--- config.mk ---
export PLATFORM = sky130hd
export DESIGN_NAME = id_ex_stage_flat
export DESIGN_NICKNAME = d
export VERILOG_FILES = /design/src/rtl/id_ex_stage_pkg.sv /design/src/rtl/id_ex_stage_if.sv /design/src/rtl/id_ex_stage_fwd_mux.sv /design/src/rtl/id_ex_stage.sv /design/src/flat_wrapper.sv
export SDC_FILE = /design/constraint.sdc
export NUM_CORES = 1
export LEC_CHECK = 0
export ABC_AREA = 1
export CAP_MARGIN = 20
export CORE_AREA = 2 2 118 120
export CTS_CLUSTER_SIZE = 28
export DETAILED_ROUTE_END_ITERATION = 8
export DIE_AREA = 0 0 120 122
export PLACE_DENSITY = 0.88
export REMOVE_ABC_BUFFERS = 1
export SYNTH_ARGS = -nofsm -noshare
export SYNTH_HDL_FRONTEND = slang
export SYNTH_SLANG_ARGS = --single-unit
--- constraint.sdc ---
create_clock -name clk -period 1.6 [get_ports clk]
set_input_delay 0.4 -clock clk [delete_from_list [all_inputs] [get_ports clk]]
set_output_delay 0.4 -clock clk [all_outputs]
set_load 0.01 [all_outputs]
--- src/rtl/id_ex_stage_pkg.sv ---
// Shared constants and types for the ID/EX stage: ALU op codes, widths, forward selects.
package id_ex_stage_pkg;
  localparam int DW_DEF = 32;
  localparam int RW_DEF = 5;

  localparam logic [3:0] ALU_ADD = 4'b0000;
  localparam logic [3:0] ALU_SUB = 4'b0001;
  localparam logic [3:0] ALU_AND = 4'b0010;
  localparam logic [3:0] ALU_OR  = 4'b0011;

  localparam logic [1:0] FWD_REG = 2'b00;
  localparam logic [1:0] FWD_MEM = 2'b01;
  localparam logic [1:0] FWD_WB  = 2'b10;

  typedef struct packed {
    logic reg_write;
    logic mem_read;
    logic mem_write;
    logic mem_to_reg;
  } ctrl_t;
endpackage

--- src/rtl/id_ex_stage_if.sv ---
// ID-side, forwarding-side and ALU-side signals of the ID/EX stage.
interface id_ex_stage_if
  import id_ex_stage_pkg::*;
#(
  parameter int DW = DW_DEF,
  parameter int RW = RW_DEF
) ();
  logic                 stall, flush;
  logic                 id_valid;
  logic [DW-1:0]        id_rs_data, id_rt_data;
  logic [15:0]          id_imm;
  logic [4:0]           id_shamt;
  logic [RW-1:0]        id_rs, id_rt, id_rd;
  logic [3:0]           id_alu_op;
  logic                 id_alu_src, id_reg_dst, id_reg_write;
  logic                 id_mem_read, id_mem_write, id_mem_to_reg;
  logic                 exmem_reg_write;
  logic [RW-1:0]        exmem_rd;
  logic [DW-1:0]        exmem_result;
  logic                 memwb_reg_write;
  logic [RW-1:0]        memwb_rd;
  logic [DW-1:0]        memwb_result;
  logic                 ex_valid;
  logic signed [DW-1:0] alu_operand1, alu_operand2;
  logic [3:0]           alu_control;
  logic [4:0]           alu_shamt;
  logic [DW-1:0]        ex_store_data;
  logic [RW-1:0]        ex_wr_reg;
  logic                 ex_reg_write, ex_mem_read, ex_mem_write, ex_mem_to_reg;
  logic                 load_use_hazard;

  modport master (
    output stall, flush, id_valid, id_rs_data, id_rt_data, id_imm, id_shamt,
           id_rs, id_rt, id_rd, id_alu_op, id_alu_src, id_reg_dst, id_reg_write,
           id_mem_read, id_mem_write, id_mem_to_reg,
           exmem_reg_write, exmem_rd, exmem_result,
           memwb_reg_write, memwb_rd, memwb_result,
    input  ex_valid, alu_operand1, alu_operand2, alu_control, alu_shamt,
           ex_store_data, ex_wr_reg, ex_reg_write, ex_mem_read, ex_mem_write,
           ex_mem_to_reg, load_use_hazard
  );

  modport slave (
    input  stall, flush, id_valid, id_rs_data, id_rt_data, id_imm, id_shamt,
           id_rs, id_rt, id_rd, id_alu_op, id_alu_src, id_reg_dst, id_reg_write,
           id_mem_read, id_mem_write, id_mem_to_reg,
           exmem_reg_write, exmem_rd, exmem_result,
           memwb_reg_write, memwb_rd, memwb_result,
    output ex_valid, alu_operand1, alu_operand2, alu_control, alu_shamt,
           ex_store_data, ex_wr_reg, ex_reg_write, ex_mem_read, ex_mem_write,
           ex_mem_to_reg, load_use_hazard
  );
endinterface

--- src/rtl/id_ex_stage_fwd_mux.sv ---
// One operand's forwarding select and value. Forwarding exists only with EX_FORWARD_EN defined;
// otherwise the registered register-file value passes straight through.
module fwd_mux
  import id_ex_stage_pkg::*;
#(
  parameter int DW = DW_DEF,
  parameter int RW = RW_DEF
) (
  input  logic [RW-1:0] idx,
  input  logic [DW-1:0] reg_val,
  input  logic          exmem_we,
  input  logic [RW-1:0] exmem_rd,
  input  logic [DW-1:0] exmem_res,
  input  logic          memwb_we,
  input  logic [RW-1:0] memwb_rd,
  input  logic [DW-1:0] memwb_res,
  output logic [1:0]    sel,
  output logic [DW-1:0] val
);
`ifdef EX_FORWARD_EN
  // EX/MEM is the younger producer, so it is checked first; r0 never forwards.
  always_comb begin
    sel = FWD_REG;
    if (exmem_we && exmem_rd != '0 && exmem_rd == idx)      sel = FWD_MEM;
    else if (memwb_we && memwb_rd != '0 && memwb_rd == idx) sel = FWD_WB;
  end

  always_comb begin
    case (sel)
      FWD_MEM: val = exmem_res;
      FWD_WB:  val = memwb_res;
      default: val = reg_val;
    endcase
  end
`else
  logic unused_fwd;
  assign unused_fwd = ^{idx, exmem_we, exmem_rd, exmem_res, memwb_we, memwb_rd, memwb_res};
  assign sel = FWD_REG;
  assign val = reg_val;
`endif
endmodule

--- src/rtl/id_ex_stage.sv ---
// ID/EX pipeline register plus EX operand select feeding the ALU, with load-use detection.
// Optional macro EX_FORWARD_EN enables EX/MEM and MEM/WB operand forwarding.
module id_ex_stage
  import id_ex_stage_pkg::*;
#(
  parameter int DW = DW_DEF,
  parameter int RW = RW_DEF
) (
  input logic         clk,
  input logic         reset,
  id_ex_stage_if.slave bus
);
  logic          ex_vld;
  ctrl_t         ex_ctrl;
  logic [RW-1:0] rs_q, rt_q, wr_q;
  logic [DW-1:0] rsd_q, rtd_q, imm_q;
  logic          src_q;
  logic [3:0]    op_q;
  logic [4:0]    sh_q;

  always_ff @(posedge clk or negedge reset) begin
    if (!reset) begin
      ex_vld  <= 1'b0;
      ex_ctrl <= '0;
      rs_q    <= '0;
      rt_q    <= '0;
      wr_q    <= '0;
      rsd_q   <= '0;
      rtd_q   <= '0;
      imm_q   <= '0;
      src_q   <= 1'b0;
      op_q    <= ALU_ADD;
      sh_q    <= '0;
    end else if (bus.flush) begin
      // Bubble: data fields are don't-care once valid and controls drop.
      ex_vld  <= 1'b0;
      ex_ctrl <= '0;
    end else if (!bus.stall) begin
      ex_vld  <= bus.id_valid;
      ex_ctrl <= bus.id_valid ? ctrl_t'{bus.id_reg_write, bus.id_mem_read,
                                        bus.id_mem_write, bus.id_mem_to_reg} : '0;
      rs_q    <= bus.id_rs;
      rt_q    <= bus.id_rt;
      wr_q    <= bus.id_reg_dst ? bus.id_rd : bus.id_rt;
      rsd_q   <= bus.id_rs_data;
      rtd_q   <= bus.id_rt_data;
      imm_q   <= {{(DW-16){bus.id_imm[15]}}, bus.id_imm};
      src_q   <= bus.id_alu_src;
      op_q    <= bus.id_alu_op;
      sh_q    <= bus.id_shamt;
    end
  end

  // Operand 0 is rs, operand 1 is rt.
  logic [1:0][RW-1:0] src_idx;
  logic [1:0][DW-1:0] reg_val, fwd_val;
  logic [1:0][1:0]    fwd_sel;

  assign src_idx = {rt_q, rs_q};
  assign reg_val = {rtd_q, rsd_q};

  for (genvar i = 0; i < 2; i++) begin : g_fwd
    fwd_mux #(.DW(DW), .RW(RW)) u_fwd (
      .idx       (src_idx[i]),
      .reg_val   (reg_val[i]),
      .exmem_we  (bus.exmem_reg_write),
      .exmem_rd  (bus.exmem_rd),
      .exmem_res (bus.exmem_result),
      .memwb_we  (bus.memwb_reg_write),
      .memwb_rd  (bus.memwb_rd),
      .memwb_res (bus.memwb_result),
      .sel       (fwd_sel[i]),
      .val       (fwd_val[i])
    );
  end

  logic unused_sel;
  assign unused_sel = ^fwd_sel;

  assign bus.ex_valid      = ex_vld;
  assign bus.alu_operand1  = fwd_val[0];
  assign bus.alu_operand2  = src_q ? imm_q : fwd_val[1];
  assign bus.ex_store_data = fwd_val[1];
  assign bus.alu_control   = op_q;
  assign bus.alu_shamt     = sh_q;
  assign bus.ex_wr_reg     = wr_q;
  assign bus.ex_reg_write  = ex_ctrl.reg_write;
  assign bus.ex_mem_read   = ex_ctrl.mem_read;
  assign bus.ex_mem_write  = ex_ctrl.mem_write;
  assign bus.ex_mem_to_reg = ex_ctrl.mem_to_reg;

  // Compares against the live ID indices, not the registered ones.
  assign bus.load_use_hazard = ex_vld & ex_ctrl.mem_read & (wr_q != '0) &
                               ((wr_q == bus.id_rs) | (wr_q == bus.id_rt));
endmodule

--- src/flat_wrapper.sv ---
// flat-port wrapper written by rule: the top's interface ports become plain ports
module id_ex_stage_flat import id_ex_stage_pkg::*;
#(
  parameter int DW = DW_DEF,
  parameter int RW = RW_DEF
)
  (clk, reset, bus_stall, bus_flush, bus_id_valid, bus_id_rs_data, bus_id_rt_data, bus_id_imm, bus_id_shamt, bus_id_rs, bus_id_rt, bus_id_rd, bus_id_alu_op, bus_id_alu_src, bus_id_reg_dst, bus_id_reg_write, bus_id_mem_read, bus_id_mem_write, bus_id_mem_to_reg, bus_exmem_reg_write, bus_exmem_rd, bus_exmem_result, bus_memwb_reg_write, bus_memwb_rd, bus_memwb_result, bus_ex_valid, bus_alu_operand1, bus_alu_operand2, bus_alu_control, bus_alu_shamt, bus_ex_store_data, bus_ex_wr_reg, bus_ex_reg_write, bus_ex_mem_read, bus_ex_mem_write, bus_ex_mem_to_reg, bus_load_use_hazard);
  id_ex_stage_if #(.DW(DW), .RW(RW)) bus_i ();
  input logic clk;
  input logic reset;
  input wire logic [$bits(bus_i.stall)-1:0] bus_stall;
  input wire logic [$bits(bus_i.flush)-1:0] bus_flush;
  input wire logic [$bits(bus_i.id_valid)-1:0] bus_id_valid;
  input wire logic [$bits(bus_i.id_rs_data)-1:0] bus_id_rs_data;
  input wire logic [$bits(bus_i.id_rt_data)-1:0] bus_id_rt_data;
  input wire logic [$bits(bus_i.id_imm)-1:0] bus_id_imm;
  input wire logic [$bits(bus_i.id_shamt)-1:0] bus_id_shamt;
  input wire logic [$bits(bus_i.id_rs)-1:0] bus_id_rs;
  input wire logic [$bits(bus_i.id_rt)-1:0] bus_id_rt;
  input wire logic [$bits(bus_i.id_rd)-1:0] bus_id_rd;
  input wire logic [$bits(bus_i.id_alu_op)-1:0] bus_id_alu_op;
  input wire logic [$bits(bus_i.id_alu_src)-1:0] bus_id_alu_src;
  input wire logic [$bits(bus_i.id_reg_dst)-1:0] bus_id_reg_dst;
  input wire logic [$bits(bus_i.id_reg_write)-1:0] bus_id_reg_write;
  input wire logic [$bits(bus_i.id_mem_read)-1:0] bus_id_mem_read;
  input wire logic [$bits(bus_i.id_mem_write)-1:0] bus_id_mem_write;
  input wire logic [$bits(bus_i.id_mem_to_reg)-1:0] bus_id_mem_to_reg;
  input wire logic [$bits(bus_i.exmem_reg_write)-1:0] bus_exmem_reg_write;
  input wire logic [$bits(bus_i.exmem_rd)-1:0] bus_exmem_rd;
  input wire logic [$bits(bus_i.exmem_result)-1:0] bus_exmem_result;
  input wire logic [$bits(bus_i.memwb_reg_write)-1:0] bus_memwb_reg_write;
  input wire logic [$bits(bus_i.memwb_rd)-1:0] bus_memwb_rd;
  input wire logic [$bits(bus_i.memwb_result)-1:0] bus_memwb_result;
  output wire logic [$bits(bus_i.ex_valid)-1:0] bus_ex_valid;
  output wire logic [$bits(bus_i.alu_operand1)-1:0] bus_alu_operand1;
  output wire logic [$bits(bus_i.alu_operand2)-1:0] bus_alu_operand2;
  output wire logic [$bits(bus_i.alu_control)-1:0] bus_alu_control;
  output wire logic [$bits(bus_i.alu_shamt)-1:0] bus_alu_shamt;
  output wire logic [$bits(bus_i.ex_store_data)-1:0] bus_ex_store_data;
  output wire logic [$bits(bus_i.ex_wr_reg)-1:0] bus_ex_wr_reg;
  output wire logic [$bits(bus_i.ex_reg_write)-1:0] bus_ex_reg_write;
  output wire logic [$bits(bus_i.ex_mem_read)-1:0] bus_ex_mem_read;
  output wire logic [$bits(bus_i.ex_mem_write)-1:0] bus_ex_mem_write;
  output wire logic [$bits(bus_i.ex_mem_to_reg)-1:0] bus_ex_mem_to_reg;
  output wire logic [$bits(bus_i.load_use_hazard)-1:0] bus_load_use_hazard;
  assign bus_i.stall = bus_stall;
  assign bus_i.flush = bus_flush;
  assign bus_i.id_valid = bus_id_valid;
  assign bus_i.id_rs_data = bus_id_rs_data;
  assign bus_i.id_rt_data = bus_id_rt_data;
  assign bus_i.id_imm = bus_id_imm;
  assign bus_i.id_shamt = bus_id_shamt;
  assign bus_i.id_rs = bus_id_rs;
  assign bus_i.id_rt = bus_id_rt;
  assign bus_i.id_rd = bus_id_rd;
  assign bus_i.id_alu_op = bus_id_alu_op;
  assign bus_i.id_alu_src = bus_id_alu_src;
  assign bus_i.id_reg_dst = bus_id_reg_dst;
  assign bus_i.id_reg_write = bus_id_reg_write;
  assign bus_i.id_mem_read = bus_id_mem_read;
  assign bus_i.id_mem_write = bus_id_mem_write;
  assign bus_i.id_mem_to_reg = bus_id_mem_to_reg;
  assign bus_i.exmem_reg_write = bus_exmem_reg_write;
  assign bus_i.exmem_rd = bus_exmem_rd;
  assign bus_i.exmem_result = bus_exmem_result;
  assign bus_i.memwb_reg_write = bus_memwb_reg_write;
  assign bus_i.memwb_rd = bus_memwb_rd;
  assign bus_i.memwb_result = bus_memwb_result;
  assign bus_ex_valid = bus_i.ex_valid;
  assign bus_alu_operand1 = bus_i.alu_operand1;
  assign bus_alu_operand2 = bus_i.alu_operand2;
  assign bus_alu_control = bus_i.alu_control;
  assign bus_alu_shamt = bus_i.alu_shamt;
  assign bus_ex_store_data = bus_i.ex_store_data;
  assign bus_ex_wr_reg = bus_i.ex_wr_reg;
  assign bus_ex_reg_write = bus_i.ex_reg_write;
  assign bus_ex_mem_read = bus_i.ex_mem_read;
  assign bus_ex_mem_write = bus_i.ex_mem_write;
  assign bus_ex_mem_to_reg = bus_i.ex_mem_to_reg;
  assign bus_load_use_hazard = bus_i.load_use_hazard;
  id_ex_stage #(.DW(DW), .RW(RW)) u_core (.clk(clk), .reset(reset), .bus(bus_i));
endmodule
==> results of run 1 <==
## metal layers
layer / global-route usage, % / vias up
met2: 31.5 / 150
li1: - / 1848
met4: 4.56 / 0
met1: 21.8 / 1880
met5: 0 / -
met3: 5.38 / 18
## final cells by class
| type | instances | area, sq um | area share, % |
|---|---|---|---|
| repair buffers | 276 | 2630 | 34.4 |
| flip-flops and latches | 100 | 2510 | 32.7 |
| multi-input cells | 235 | 1860 | 24.3 |
| clock buffers | 9 | 225 | 2.94 |
| well taps | 180 | 225 | 2.94 |
| inverters | 47 | 176 | 2.30 |
| clock inverters | 4 | 27.5 | 0.359 |
## stage by stage
step                util (%)  TNS [ps]  cell area, sq um  instances
floorplan                  -   -289700              4320        382
global placement        53.5    -21690              7230        826
detailed placement      53.5    -22340              7230        826
CTS                     54.9     -4900              7410        846
global route            56.7     -7180              7660        851
finish                  56.7     -5210              7660        851
## worst max-delay path, delay by kind of cell (launching register included)
| family | cells | cell delay [ps] |
|---|---|---|
| DFF | 1 | 400 |
| and+or+nand+nor | 4 | 350 |
| buffers and inverters | 2 | 280 |
| AOI/OAI and AO/OA | 1 | 130 |
## cell usage in the layout, fill, tap and decap left out, drive strengths merged
master         synthesis  routed
dfrtp                100     100
clkdlybuf4s50          0     105
nor3                   1       1
dlygate4sd2            0      90
o21ai                 71      71
o22ai                  5       5
mux2                  58      58
xnor2                  2       2
nand3                 13      13
clkbuf                 7      12
a21oi                  1       1
nor2                  10      10
clkdlybuf4s15          0       1
inv                   47      48
clkinv                 0       3
nand2                 74      74
buf                   14      77
## path summary, 6_finish.rpt
check | startpoint | endpoint | slack [ps] | cells past startpoint
setup / recovery | u_core.bus.ex_wr_reg[1]$_DFFE_PN0P_ | bus_load_use_hazard | -290 | 7
hold / removal | reset | u_core.rsd_q[20]$_DFFE_PN0P_ | 40 | 2
setup reg to reg | u_core.src_q$_DFFE_PN0P_ | u_core.src_q$_DFFE_PN0P_ | 600 | 2
hold reg to reg | u_core.rsd_q[19]$_DFFE_PN0P_ | u_core.rsd_q[19]$_DFFE_PN0P_ | 500 | 1
max in group asynchronous | reset | u_core.src_q$_DFFE_PN0P_ | 1240 | 2
min in group clk | u_core.rsd_q[19]$_DFFE_PN0P_ | u_core.rsd_q[19]$_DFFE_PN0P_ | 500 | 1
## synthesized netlist by cell type
| library cell | n | area share (%) |
|---|---|---|
| nor2_2 | 1 | 0.14 |
| mux2_2 | 8 | 2.0 |
| o22ai_1 | 5 | 0.70 |
| a21oi_1 | 1 | 0.11 |
| nor2_1 | 9 | 0.76 |
| buf_6 | 8 | 2.0 |
| xnor2_1 | 2 | 0.39 |
| nand2_1 | 74 | 6.2 |
| nor3_1 | 1 | 0.11 |
| clkbuf_1 | 7 | 0.59 |
| mux2_4 | 50 | 17 |
| dfrtp_1 | 100 | 56 |
| inv_1 | 47 | 4.0 |
| buf_2 | 6 | 0.67 |
| nand3_1 | 13 | 1.5 |
| o21ai_0 | 71 | 8.0 |
## where the power goes
part           switching (uW)  leakage [uW]  internal, uW
Combinational            1110       0.00238          1400
Sequential                224       0.00120          2880
Clock                     914      0.000127          1030
## timing repair
action | in CTS | in global routing
pin swaps | 22 | 14
hold endpoints to repair | 0 | 0
gates resized for setup | 305 | 49
gates cloned | 2 | 4
setup endpoints to repair | 116 | 34
setup buffers | 5 | 2
## logic make-up (layout without fill, tap and decap cells)
logic type                count (synthesis)  after routing  synth area share [%]
and+or+nand+nor                          98             98                  8.69
muxes                                    58             58                  18.8
xor gates and xnor gates                  2              2                 0.393
DFF                                     100            100                  56.1
AOI/OAI and AO/OA                        77             77                  8.77
buffers and inverters                    68            336                  7.23
==> summary.md, run 1 <==
| Metric | Value |
|---|---|
| Root Driver | `clkbuf_16` |
| Hpwl dp | `9660 um` |
| GPL Wtd Cong | `roughly 0.80` |
| Max-Cap Viols | `0` |
| F_max | `between 500 and 600 MHz` |
| Crit share post-route | `118%` |
| CP peak stage delay | `about 400 ps` |
| # setup viols final | `32` |
| Die X | `~120 um` |
| N_diodes | `0` |
| Effective utilization at floorplan | `between 30% and 40%` |
| Setup WS pre-CTS | `-735 ps` |
| Global-route wire length before repair | `slightly above 20000 um` |
| Synthesized area | `approximately 0.0045 sq mm` |
| H-tree depth | `3` |
| Die Ht | `122 um` |
| Crit-path cells | `buf_4 -> nand2_1 -> nand2_1 -> nor2_1 -> nand3_2 -> a21oi_2 -> buf_2` |
| Drt drc | `0` |
| Run status | `finished, violations left` |
| Vias | `approximately 3900` |
| Syn Inst Count | `around 400` |
| Final worst slack | `-286 ps` |
| Max-slew violations | `0` |
| Fill cells | `roughly 1200` |
| Total power | `roughly 7600 uW` |
| Crit path required time | `1200 ps` |
| Most frequent CP cell | `nand2_1` |
| I/O pin cnt | `slightly above 300` |
| Top Metal Used | `met4` |
| Critical path class | `reg2out` |
| Fraction of layout cells with a size suffix above 1 | `slightly above 30%` |
| Largest net degree at the start of global routing | `60` |
| Register area share after synthesis | `56.1%` |
| Post-layout min period | `roughly 1900 ps` |
| Leakage power total | `0.00371 uW` |
| Largest regs | `u_core.rsd_q: 32 flops, u_core.rtd_q: 32 flops, u_core.imm_q: 16 flops` |
| Routed WL per cell | `16.0 um` |
| Hold_ws | `slightly above 40 ps` |
| #FFs+latches synth | `100` |
| Crit path DAT | `around 1500 ps` |
| Maximum VDD drop | `roughly 0.00063 V` |
| Met1 WL | `5360 um` |
| Gr usage total | `between 15 and 20%` |
| Global-route congestion overflow total | `0` |
| Startpoint types | `register` |
| I/O Buffers | `230` |
| 1st-iter DRT viols | `178` |
| Clk_lat worst skew | `330 ps` |
| Num CTS Buffers | `9` |
| Slew @ Worst Pin | `around 320 ps` |
| Failing checks | `negative setup slack` |
| Met2 WL post-DR | `roughly 7000 um` |
| Vias in the first global route | `~4000` |
| Cell Rows | `43` |
| Hold_buf cts | `0` |
| Synthesis Warnings | `0` |
| Routed wl met3 | `between 1000 and 1500 um` |
| Reg clk slew, reported paths | `60 ps` |
| Hold crit path type | `in2async` |
| Drt pass-1 iters | `5` |
| Drt total wl | `13600 um` |
| Core Area | `0.0135 sq mm` |
| Hold Vio Cnt, Final | `0` |
| Worst rel slew slack | `around four fifths` |
| Power per cell area | `between 900 and 1000 mW/mm^2` |
| Area grow syn2layout | `71.6%` |
| CTS tree | `yes` |
| Final Skew | `0 ps` |
| Vias per cell | `between 4 and 5` |
| CTS Buffer Depth | `2` |
| # clock sinks | `100` |
| CP max-delay cell | `dfrtp_1` |
| Worst setup EP type | `output port` |
| Synth cell types | `16` |
| Crit path max fanout | `4` |
| Initial antenna violation count | `0` |
| RSZ-0062 raised after global routing | `yes` |
| Remaining antenna violation count | `0` |
| Mean Syn Cell Area | `about 11 sq um` |
| Die area | `~0.015 sq mm` |
| Final layout net count | `860` |
Power figures use the tool's default switching activity.
==> inputs of run 2 (changes only) <==
--- a/config.mk
+++ b/config.mk
@@ -6,7 +6,6 @@
 export NUM_CORES = 1
 export LEC_CHECK = 0
 export ABC_AREA = 1
-export CAP_MARGIN = 20
 export CORE_AREA = 2 2 118 120
 export CTS_CLUSTER_SIZE = 28
 export DETAILED_ROUTE_END_ITERATION = 8
==> results of run 2 <==
Same layout as run 1: the final DEF is identical, and so are final timing and power.
